<file path="config.mk">
export PLATFORM = sky130hd
export DESIGN_NAME = logic_unit_pipe
export DESIGN_NICKNAME = d
export VERILOG_FILES = /design/src/rtl/logic_unit_pkg.sv /design/src/rtl/logic_unit_core.sv /design/src/rtl/logic_unit_pipe.sv
export SDC_FILE = /design/constraint.sdc
export NUM_CORES = 1
export LEC_CHECK = 0
export BUFFER_PORTS_ARGS = -buffer_cell sky130_fd_sc_hd__buf_2
export CAP_MARGIN = 15
export CORE_UTILIZATION = 45
export CTS_CLUSTER_SIZE = 20
export DETAILED_ROUTE_END_ITERATION = 16
export PLACE_DENSITY = 0.68
export SETUP_SLACK_MARGIN = 0.3
export SLEW_MARGIN = 20
export SYNTH_ARGS = -nofsm -noshare
export SYNTH_HDL_FRONTEND = slang
export SYNTH_SLANG_ARGS = --single-unit
</file>
<file path="constraint.sdc">
create_clock -name clk -period 1.74 [get_ports clk]
set_input_delay 0.261 -clock clk [delete_from_list [all_inputs] [get_ports clk]]
set_output_delay 0.261 -clock clk [all_outputs]
set_load 0.03 [all_outputs]
</file>
<file path="src/rtl/logic_unit_pkg.sv">
// logic_unit_pkg: shared opcode encodings and accumulate-FSM state type for
// the pipelined bitwise logic unit (logic_unit_pipe / logic_unit_core).
package logic_unit_pkg;

  localparam logic [2:0] OP_AND   = 3'd0;
  localparam logic [2:0] OP_OR    = 3'd1;
  localparam logic [2:0] OP_XOR   = 3'd2;
  localparam logic [2:0] OP_NOR   = 3'd3;
  localparam logic [2:0] OP_ANDN  = 3'd4;
  localparam logic [2:0] OP_ORACC = 3'd5;

  typedef enum logic {
    ACC_IDLE = 1'b0,
    ACC_BUSY = 1'b1
  } acc_state_e;

  // Opcodes 6 and 7 are reserved.
  function automatic logic op_is_illegal(input logic [2:0] op);
    return op > OP_ORACC;
  endfunction

endpackage

</file>
<file path="src/rtl/logic_unit_core.sv">
// logic_unit_core: purely combinational WIDTH-bit bitwise op select.
// Ports:
//   op  - 3-bit opcode (logic_unit_pkg encodings)
//   a,b - operands
//   y   - result; ORACC yields a|b (accumulation happens in the parent),
//         reserved opcodes yield 0.
module logic_unit_core
  import logic_unit_pkg::*;
#(
  parameter int WIDTH = 32
) (
  input  logic [2:0]       op,
  input  logic [WIDTH-1:0] a,
  input  logic [WIDTH-1:0] b,
  output logic [WIDTH-1:0] y
);

  always_comb begin
    y = '0;
    case (op)
      OP_AND:   y = a & b;
      OP_OR:    y = a | b;
      OP_XOR:   y = a ^ b;
      OP_NOR:   y = ~(a | b);
      OP_ANDN:  y = a & ~b;
      OP_ORACC: y = a | b;
      default:  y = '0;
    endcase
  end

endmodule

</file>
<file path="src/rtl/logic_unit_pipe.sv">
// logic_unit_pipe: pipelined bitwise logic unit with one registered
// valid/ready output stage and a multi-beat OR-accumulate (ORACC) mode.
// Ports:
//   clk, rst_n          - clock, synchronous active-low reset
//   in_valid/in_ready   - input beat handshake
//   in_a, in_b, in_op   - operands and opcode
//   in_last             - final beat of an ORACC packet
//   out_valid/out_ready - result handshake
//   out_y               - result
//   out_beats           - beats folded into an ORACC result (1 otherwise)
//   out_zero/out_parity - result flags, present only when
//                         LOGIC_UNIT_FLAGS_EN is defined
//   out_illegal         - reserved opcode was issued
module logic_unit_pipe
  import logic_unit_pkg::*;
#(
  parameter int WIDTH = 32,
  parameter int CNT_W = 8
) (
  input  logic             clk,
  input  logic             rst_n,
  input  logic             in_valid,
  output logic             in_ready,
  input  logic [WIDTH-1:0] in_a,
  input  logic [WIDTH-1:0] in_b,
  input  logic [2:0]       in_op,
  input  logic             in_last,
  output logic             out_valid,
  input  logic             out_ready,
  output logic [WIDTH-1:0] out_y,
  output logic [CNT_W-1:0] out_beats,
`ifdef LOGIC_UNIT_FLAGS_EN
  output logic             out_zero,
  output logic             out_parity,
`endif
  output logic             out_illegal
);

  acc_state_e       state, state_nxt;
  logic [WIDTH-1:0] acc;
  logic [CNT_W-1:0] cnt, cnt_inc;
  logic [WIDTH-1:0] core_y, res_y;
  logic [CNT_W-1:0] res_beats;
  logic             accept, is_oracc, produce;

  logic_unit_core #(.WIDTH(WIDTH)) u_core (
    .op (in_op),
    .a  (in_a),
    .b  (in_b),
    .y  (core_y)
  );

  assign in_ready = !out_valid || out_ready;
  assign accept   = in_valid && in_ready;
  assign is_oracc = (in_op == OP_ORACC);
  // ORACC non-last beats only fold into acc; everything else emits a result.
  assign produce  = accept && (!is_oracc || in_last);

  // Saturating beat count including the current beat.
  assign cnt_inc  = (&cnt) ? cnt : cnt + CNT_W'(1);

  // acc/cnt are zero whenever the FSM is idle, so a single-beat packet
  // naturally gives a|b with one beat.
  assign res_y     = is_oracc ? (acc | core_y) : core_y;
  assign res_beats = is_oracc ? cnt_inc : CNT_W'(1);

  always_comb begin
    state_nxt = state;
    if (accept && is_oracc)
      state_nxt = in_last ? ACC_IDLE : ACC_BUSY;
  end

  always_ff @(posedge clk) begin
    if (!rst_n) begin
      state <= ACC_IDLE;
      acc   <= '0;
      cnt   <= '0;
    end else begin
      state <= state_nxt;
      if (accept && is_oracc) begin
        if (in_last) begin
          acc <= '0;
          cnt <= '0;
        end else begin
          acc <= acc | core_y;
          cnt <= cnt_inc;
        end
      end
    end
  end

  always_ff @(posedge clk) begin
    if (!rst_n) begin
      out_valid   <= 1'b0;
      out_y       <= '0;
      out_beats   <= '0;
      out_illegal <= 1'b0;
`ifdef LOGIC_UNIT_FLAGS_EN
      out_zero    <= 1'b0;
      out_parity  <= 1'b0;
`endif
    end else if (produce) begin
      // Covers the simultaneous pop+push case: new result replaces the old.
      out_valid   <= 1'b1;
      out_y       <= res_y;
      out_beats   <= res_beats;
      out_illegal <= op_is_illegal(in_op);
`ifdef LOGIC_UNIT_FLAGS_EN
      out_zero    <= (res_y == '0);
      out_parity  <= ^res_y;
`endif
    end else if (out_ready) begin
      out_valid <= 1'b0;
    end
  end

endmodule

</file>
==> results.cfg <==
[synthesis]
ys.warnings.count = 0
synth_fp_nets = 790
syn_area_per_cell_um2 = 7.927
synth-edff-count = 0
proportion_of_synthesized_flip_flops_having_asynchronous_set_or_reset_pct = 0
sequential_fraction_of_the_synthesis_area_pct = 30.23
postSynthRegisterBits = 82
number_of_standard_cells_after_synthesis = 685
post_synthesis_instance_area_um2 = 5430
ys_dominant_reg_cell = sky130_fd_sc_hd__dfxtp_1
post_synth_num_cell_types = 46

[finish]
areaGrowthSynthToFinish_pct = 37.83
mostFrequentLayoutCells = 113 x sky130_fd_sc_hd__buf_2, 76 x sky130_fd_sc_hd__dfxtp_1, 70 x sky130_fd_sc_hd__inv_1
final_cells = 974
antenna_cells = 0
final_net_count = 931
layout_commonest_cell = sky130_fd_sc_hd__buf_2
drive_gt1_share_pct = 36.82

[critical_path]
path_depth = 7
critical_path.max_stage_delay_ps = 360
critical_path.n_buffers_inverters = 3
crit_path_end_kind = flop
setup.worst_path.class = reg -> reg
rr_startpoint = out_valid
crit_path_cell_trace = nor2b_4 > or3_4 > buf_6 > o21ai_4 > buf_12 > clkbuf_16 > nor2_2
critical-path-slowest-cell = sky130_fd_sc_hd__or3_4
worstSetupStartpoint = out_valid
worst_ep_required_time_ps = 1970
setup.worst_path.end = acc[11]
crit_family = simple AND/OR/NAND/NOR gates
cp-start-kind = flop
crit_arrival_ps = 1820
reg2reg_setup_slack_ps = 150
reg2reg_to = acc[11]
r2r_cells = 7
critical_path_peak_fanout = 5

[cts]
clock_path_buffers = 2
clock_insertion_delay_worst_skew_ps = 340
ctsRootBufferMaster = sky130_fd_sc_hd__clkbuf_16
clkSinkCount = 82
h-tree-depth = 3
path_clk_slew_ps = 60
cts-buffers-inserted = 9
cts_hold_buf = 0
tritoncts = done

[pwr]
vdd.ir_drop.worst_mv = 0.4832
power-per-cell-area_nw_per_um2 = 722.1
post-layout-total-power_mw = 5.405
switching_share_pct = 29.66
clock_power_share_pct = 36.9
combinationalPowerShare_pct = 26.2
p_leak_nw = 3.307
p_seq_share_pct = 36.9
cellInternalPower_mw = 3.802
power_switching_mw = 1.603

[sta]
fin_setup_tns_ps = 0
fmaxAchievable_mhz = 629.1
final_hold_viol_count = 0
slew_headroom_pct = 74.13
setup_repair_after_global_routing_missed_its_margin = true
slew_viol_final = 0
skew_ps = 4.409
setup_viol = 0
period_minus_slack_ps = 1590
fin_crit_sh_pct = 91.36
max_slew.worst_pin.slew_ps = 384.0

[die]
start_util_pct = 46.95
io_pins = 115
placement_rows = 39
chipWidth_um = 111.9
die_area_um2 = 12510
floorplan.die.height_um = 111.9
design.core.area_um2 = 11560

[routing]
drt_pre_antenna_iters = 13
vias = 5579
routedWlPerCell_um = 17.49
detail-route-antenna-nets = 0
avgViaCountPerCell = 5.728
drc = 6
drt_iter0_markers = 314
totalWireLength_um = 17030

[worst_hold_path]
min_path_type = in -> reg

[global_route]
grt_max_degree = 39
grt_pass1_wl_um = 26830
first_global_vias = 5458
overflow = 0
grt_use_total_pct = 27.00
globalRouteMet3Util_pct = 4.682
gr-usage-met1_pct = 33.81
layer_carrying_the_most_global_route_usage = met2
antenna_found_initial = 1
grt_use_met2_pct = 45.59

[run_status]
status = finished, violations left
violated_checks = design-rule violations

[placed_design]
routabilityCongestion = 0.9145
dp.final_hpwl_um = 11200
place_inst = 933
numPortBuffers = 114

[flow_run]
drv_cap = 0
-- power groups by stage --
stage	clock network, mW	registers, mW	logic, mW
finish	2.00	1.99	1.42
global route	2.08	2.00	1.53
CTS	2.02	1.99	1.32
detailed placement	0	2.03	1.23
global placement	0	2.03	1.19
floorplan	0	2.15	0.692
-- through the flow --
stage          utilization, %  setup WS (ps)  cell area [um2]  hold WS [ps]
2_1_floorplan               -          145.0             5624         412.9
3_3_place_gp            56.57          70.98             6543         437.9
3_5_place_dp            56.57          11.30             6543         449.6
4_1_cts                 61.51          186.8             7113         256.7
5_1_grt                 64.72          100.9             7485         293.6
6_report                64.72          150.3             7485         260.3
-- per-layer routing --
metal / up-vias / share of wire [%]
li1: 2675 / -
met1: 2653 / 42
met2: 215 / 49
met3: 34 / 6.7
met4: 2 / 2.3
met5: - / 0.059
-- worst reg2reg max path: stages, from the launching register on --
cell                        delay [ps]
sky130_fd_sc_hd__dfxtp_4           340
sky130_fd_sc_hd__nor2b_4           150
sky130_fd_sc_hd__or3_4             360
sky130_fd_sc_hd__buf_6             140
sky130_fd_sc_hd__o21ai_4           140
sky130_fd_sc_hd__buf_12            150
sky130_fd_sc_hd__clkbuf_16         170
sky130_fd_sc_hd__nor2_2             50
-- area by class of cell --
cell class                 instances  area (um2)
clock buffer                      14       274.0
clock inverter                     2       35.03
fill                             930        4080
inverter                          71       270.3
multi-input combinational        480        3721
sequential                        82        1657
tap                              143       178.9
timing repair buffer             182        1349
-- synth_stat cells, types with 2 or more instances --
library cell	n	area [um2]
sky130_fd_sc_hd__a21oi_1	94	470.5
sky130_fd_sc_hd__dfxtp_1	82	1642
sky130_fd_sc_hd__inv_1	71	266.5
sky130_fd_sc_hd__o21ai_0	37	185.2
sky130_fd_sc_hd__clkbuf_1	35	131.4
sky130_fd_sc_hd__nand2_1	35	131.4
sky130_fd_sc_hd__nor2_1	35	131.4
sky130_fd_sc_hd__ha_1	33	412.9
sky130_fd_sc_hd__mux2i_1	32	320.3
sky130_fd_sc_hd__nand2b_1	30	187.7
sky130_fd_sc_hd__o22ai_1	30	187.7
sky130_fd_sc_hd__xnor2_1	28	245.2
sky130_fd_sc_hd__mux2_2	27	304.0
sky130_fd_sc_hd__a21boi_0	26	195.2
sky130_fd_sc_hd__nand3_1	13	65.06
sky130_fd_sc_hd__buf_2	10	50.05
sky130_fd_sc_hd__a32oi_1	7	61.31
sky130_fd_sc_hd__a31oi_1	6	37.54
sky130_fd_sc_hd__buf_1	6	22.52
sky130_fd_sc_hd__xor2_1	6	52.55
sky130_fd_sc_hd__nor3_1	4	20.02
sky130_fd_sc_hd__o2bb2ai_1	4	35.03
sky130_fd_sc_hd__nor2b_1	3	18.77
sky130_fd_sc_hd__o21bai_1	3	22.52
sky130_fd_sc_hd__a32o_1	2	20.02
sky130_fd_sc_hd__and3_1	2	12.51
sky130_fd_sc_hd__nand4_1	2	12.51
sky130_fd_sc_hd__o2111ai_1	2	17.52
sky130_fd_sc_hd__or3_1	2	12.51
sky130_fd_sc_hd__or4_1	2	15.01
-- sequential cells by signal (all words and copies together) (netlist names) --
signal and cells:
acc 32, cnt 8, out_beats 8, out_illegal 1, out_valid 1, out_y 32
-- how the worst min path moves through the flow --
stage / endpoint / cells past startpoint / start
2_1_floorplan: out_illegal / 2 / in_op[1]
3_3_place_gp: out_beats[3] / 2 / out_beats[3]
3_5_place_dp: out_beats[7] / 2 / out_beats[7]
4_1_cts: out_beats[0] / 2 / in_last
5_1_grt: out_beats[0] / 2 / in_last
6_report: out_beats[0] / 2 / in_last
-- repair_timing --
action | in CTS | in global routing
hold endpoints to repair | 0 | 0
resized for setup | 38 | 51
gates cloned | 3 | 5
setup buffers | 10 | 7
endpoints found under the setup margin | 72 | 82
pin swaps | 2 | 21
-- kinds of logic (layout without fill, tap and decap cells) --
family,Yosys count,in the layout,share of synthesized area (%)
and+or+nand+nor,133,133,12.10
buffers and inverters,123,269,8.802
adders and majority gates,33,33,7.604
DFF,82,82,30.23
AOI/OAI and AO/OA,221,221,24.29
xor gates and xnor gates,34,34,5.484
muxes,59,59,11.50
No activity file was read; power rests on OpenSTA's default activity.
